File: config.mk
export PLATFORM = sky130hd
export DESIGN_NAME = imm_gen_pipe
export DESIGN_NICKNAME = d
export VERILOG_FILES = /design/src/rtl/imm_gen_pipe.sv
export SDC_FILE = /design/constraint.sdc
export NUM_CORES = 1
export LEC_CHECK = 0
export CAP_MARGIN = 20
export CORE_MARGIN = 1
export CORE_UTILIZATION = 50
export CTS_BUF_LIST = sky130_fd_sc_hd__clkbuf_8
export CTS_CLUSTER_DIAMETER = 100
export DETAILED_ROUTE_END_ITERATION = 6
export PLACE_DENSITY_LB_ADDON = 0.2
export SLEW_MARGIN = 5
export SYNTH_ARGS = -nofsm -noshare
export SYNTH_HDL_FRONTEND = slang
export SYNTH_SLANG_ARGS = --single-unit
File: constraint.sdc
create_clock -name clk -period 1.38 [get_ports clk]
set_input_delay 0.207 -clock clk [delete_from_list [all_inputs] [get_ports clk]]
set_output_delay 0.207 -clock clk [all_outputs]
set_load 0.02 [all_outputs]
File: src/rtl/imm_gen_pipe.sv
// imm_gen_pipe: LEGv8 immediate generator behind an elastic valid/ready pipeline.
module imm_gen_pipe #(
  parameter int unsigned DATA_W      = 64,
  parameter int unsigned PIPE_STAGES = 2
) (
  input  logic              clk,
  input  logic              reset,
  input  logic              in_valid,
  output logic              in_ready,
  input  logic [31:0]       inst,
  input  logic [2:0]        imm_sel,
  output logic              out_valid,
  input  logic              out_ready,
  output logic [DATA_W-1:0] imm,
  output logic              err
);

  typedef enum logic [2:0] {
    SEL_ALU_I  = 3'd0,
    SEL_D_TYPE = 3'd1,
    SEL_B      = 3'd2,
    SEL_CB     = 3'd3,
    SEL_MOV_W  = 3'd4
  } imm_sel_e;

  logic [63:0]             full_c;
  logic [DATA_W-1:0]       imm_c;
  logic                    err_c;
  logic                    unused_inst;

  logic [PIPE_STAGES-1:0]  valid_q, valid_d;
  logic [PIPE_STAGES-1:0]  adv;
  logic [DATA_W-1:0]       imm_q [PIPE_STAGES];
  logic [DATA_W-1:0]       imm_d [PIPE_STAGES];
  logic [PIPE_STAGES-1:0]  err_q, err_d;

  always_comb begin
    unused_inst = ^inst[31:26];
  end

  // Extend at full 64-bit width first, then truncate to DATA_W.
  always_comb begin
    full_c = '0;
    err_c  = 1'b0;
    case (imm_sel)
      SEL_ALU_I:  full_c = {52'd0, inst[21:10]} << (inst[22] ? 6'd12 : 6'd0);
      SEL_D_TYPE: full_c = {{55{inst[20]}}, inst[20:12]};
      SEL_B:      full_c = {{38{inst[25]}}, inst[25:0]} << 2;
      SEL_CB:     full_c = {{45{inst[23]}}, inst[23:5]} << 2;
      SEL_MOV_W: begin
        if (DATA_W == 32 && inst[22]) begin
          err_c = 1'b1;
        end else begin
          full_c = {48'd0, inst[20:5]} << {inst[22:21], 4'd0};
        end
      end
      default:    err_c = 1'b1;
    endcase
    imm_c = full_c[DATA_W-1:0];
  end

  // Advance chain is resolved from the output back to stage 0 via a running carry
  // so no vector bit depends on another bit of itself.
  always_comb begin
    logic carry;
    adv   = '0;
    carry = out_ready;
    for (int unsigned k = PIPE_STAGES; k > 0; k--) begin
      adv[k-1] = !valid_q[k-1] || carry;
      carry    = adv[k-1];
    end

    valid_d = valid_q;
    err_d   = err_q;
    for (int unsigned k = 0; k < PIPE_STAGES; k++) begin
      imm_d[k] = imm_q[k];
    end

    if (adv[0]) begin
      valid_d[0] = in_valid;
      imm_d[0]   = imm_c;
      err_d[0]   = err_c;
    end
    for (int unsigned k = 1; k < PIPE_STAGES; k++) begin
      if (adv[k]) begin
        valid_d[k] = valid_q[k-1];
        imm_d[k]   = imm_q[k-1];
        err_d[k]   = err_q[k-1];
      end
    end
  end

  always_ff @(posedge clk) begin
    if (reset) begin
      valid_q <= '0;
      err_q   <= '0;
      for (int unsigned k = 0; k < PIPE_STAGES; k++) begin
        imm_q[k] <= '0;
      end
    end else begin
      valid_q <= valid_d;
      err_q   <= err_d;
      for (int unsigned k = 0; k < PIPE_STAGES; k++) begin
        imm_q[k] <= imm_d[k];
      end
    end
  end

  always_comb begin
    in_ready  = adv[0];
    out_valid = valid_q[PIPE_STAGES-1];
    imm       = imm_q[PIPE_STAGES-1];
    err       = err_q[PIPE_STAGES-1];
  end

endmodule

==> results.md <==
* Outcome: finished, violations left
* Failing checks: setup timing
* DR pass1 iterations at 5
* Cells on Worst Hold Path at 3
* Antenna violations before repair at 0
* Hold path endpoint: imm_q[0][11]
* Initial DRC Count at 352
* Number of global-route vias before repair at 5429
* Worst Setup End Kind: flop
* RSZ-0062 raised after global routing: yes
* Vias at 5611
* Post-Synth Adder-Cell Area at 0
* WL/cell at 18.45 um
* Reg-to-reg endpoint: imm_q[0][19]
* Core box area at 12010 um2
* Crit start category: flop
* Synth top area share at 0.4293
* Nets@finish at 870
* Sink Count at 132
* Antenna Nets Post-Route at 0
* Min Tclk post-route at 1.529 ns
* Post-synthesis sequential area ratio at 0.4293
* Non-Filler Instances at 991
* Worst Path Max Fanout at 7
* Post-Synth Simple-Gate Area at 0.1642
* Leakage at 3.201 nW
* Max Root-Sink Buffers at 2
* Fill count at 1011
* Final setup vio count at 66
* Cell Pwr Density at 1054 nW/um2
* Leading area contributor after synthesis: dfxtp_1
* Clock Root Buffer: clkbuf_8
* Cell Area, Synth at 6156 um2
* Count of cell types in the netlist at 36
* Synth area leaders: dfxtp_1 43%, nand2_1 12%, a21oi_1 8.0%, buf_4 7.9%, a221oi_1 7.1%
* Clock-pin slew on the worst setup and hold paths at 0.07 ns
* Worst-Margin Slew at 0.5581 ns
* R2r setup slk at -0.15 ns
* Arrival time at the worst endpoint at 1.92 ns
* Post-Syn Instances at 755
* Area Overhead vs Synth at 32.76%
* I/O Pins at 106
* First-pass GRT wire length at 28670 um
* Slew Viols, Final at 0
* Relative max-transition margin at 0.6279
* Synthesis-stage register bit count at 132
* Syn nets at 794
* Drc violations at 0
* Clock Skew at 0.007411 ns
* Gpl congestion at 0.8794
* Most common cell after layout, fill and taps aside: nand2_1
* Full die area at 12760 um2
* Maxcap violations at 0
* Inserted Diodes at 0
* Fin crit share at 1.108
* Most frequent cells in the layout: 198 x nand2_1, 131 x dfxtp_1, 95 x a21oi_1
* Tot GR Track Use at 0.2934
* Grt ovf at 0
* Syn_area_per_cell at 8.154 um2
* Via/cell ratio at 5.662
* CP Class: reg -> reg
* Main combinational cell family by area after synthesis: compound AO/OA/AOI/OAI gates
* Inst Count DP at 950
* CTS tree: built
* HP Start: reset
* Final setup margin at -0.1494 ns
* Min-Delay Path Class: in -> reg
* Die Width at 113.0 um
* Die height at 113.0 um
* Place WS at -0.6253 ns
* F_max at 0.6538 GHz
* R2R depth at 5
* PnR Total Power at 0.008613 W
* Placed inst area at 7293 um2
* Crit path required time at 1.77 ns
* Design Area, Final at 8173 um2
* Post-synthesis compound-gate area fraction at 0.2610
* I/O Buffers at 99
* TritonCTS Buffers at 17
* Post-Synth XOR/XNOR Area at 0
* # H-tree levels at 4
* Final wirelength at 18290 um
* Worst IR drop on VDD at 0.0007902 V
* Final Hold Viols at 0
* Layout cells sized above 1 at 0.2251
* # rows at 40
* Layout Utilization at 0.6804
* Mux cell area share after synthesis at 0.01870
* Worst reg2reg path startpoint: valid_q[1]
* Ys Warns at 0
* Clk_lat worst skew at 0.45 ns
* Detailed Place HPWL at 12250 um
* Largest net degree at the start of global routing at 43
* Starting Density at 0.5125
-- flip-flops by register name, summed over array words and instances, names as in the netlist --
name	count
imm_q	128
valid_q	2
err_q	2
-- metal layers --
layer  vias to the layer above  global-route usage  wire length [um]
li1                       2707                   -                 -
met1                      2694              0.3764              8158
met2                       171              0.4794              8562
met3                        39             0.05945              1039
met4                         0              0.1298               525
met5                         -                   0                 0
-- layout make-up --
| type | instances | area, um2 | area share |
|---|---|---|---|
| clock buffer | 20 | 275.3 | 0.03368 |
| tap | 147 | 183.9 | 0.02250 |
| timing repair buffer | 182 | 1814 | 0.2220 |
| inverter | 5 | 18.77 | 0.002296 |
| clock inverter | 12 | 152.6 | 0.01868 |
| sequential | 132 | 2646 | 0.3238 |
| multi-input combinational | 493 | 3082 | 0.3771 |
-- cell families after synthesis --
kind of cell	after synthesis
AOI/OAI and AO/OA	241
and+or+nand+nor	240
DFF	132
buffers and inverters	131
muxes	11
-- critical path, stage by stage (launching register included) --
cell and delay, ns:
dfxtp_4 0.34, and3b_2 0.22, buf_6 0.15, a21o_4 0.26
or2_4 0.34, o21ai_2 0.15
-- worst max path at each step --
stage / endpoint / start / cells after the start / slack, ns
6_report: imm_q[0][19] / valid_q[1] / 5 / -0.15
5_1_grt: imm_q[0][5] / valid_q[1] / 6 / -0.21
4_1_cts: imm_q[0][42] / valid_q[1] / 5 / -0.17
3_5_place_dp: imm_q[0][36] / imm_sel[0] / 7 / -0.63
3_3_place_gp: imm_q[0][14] / imm_sel[0] / 5 / -0.59
2_1_floorplan: imm_q[0][16] / valid_q[1] / 7 / -0.09
-- power by group --
part / internal (W) / total (W) / switching, W
registers: 0.00392 / 0.00398 / 0.0000606
clock network: 0.00193 / 0.00346 / 0.00154
logic: 0.000509 / 0.00117 / 0.000660
total: 0.00636 / 0.00861 / 0.00226
-- per-stage QoR --
step                      hold WS [ns]  setup TNS, ns
after floorplan                 0.3277         -2.377
after global placement          0.4368         -39.78
after detailed placement        0.4432         -42.44
after CTS                       0.1233         -5.606
after global routing            0.1621         -9.704
final                           0.1565         -6.650
-- cell usage after synthesis --
cell / instances
a2bb2oi_1: 1
nor2b_1: 16
nor3_2: 1
a21o_1: 4
nor2_4: 1
nor2_1: 10
and3_1: 2
buf_4: 65
or3_4: 1
a211o_1: 6
buf_6: 3
a21boi_0: 38
buf_1: 7
a21oi_1: 99
o32ai_1: 2
nand2b_1: 4
mux2_2: 4
nor3_4: 1
buf_2: 18
o21ai_0: 17
a221oi_1: 50
o21ai_1: 4
a22o_1: 8
nand3b_1: 1
or2_4: 2
nand2_1: 199
a222oi_1: 1
o21a_1: 4
mux2i_1: 7
o21ai_2: 6
clkbuf_1: 33
and2_1: 1
inv_1: 5
dfxtp_1: 132
and3b_1: 1
o41a_1: 1
-- repair_timing --
action | 4_1_cts | 5_1_grt
setup buffers | 4 | 1
hold buffers | 0 | 0
cloned | 5 | 0
pin swaps | 6 | 11
setup endpoints to repair | 130 | 75
gates resized for setup | 118 | 58
(Power assumes the default switching activity.)
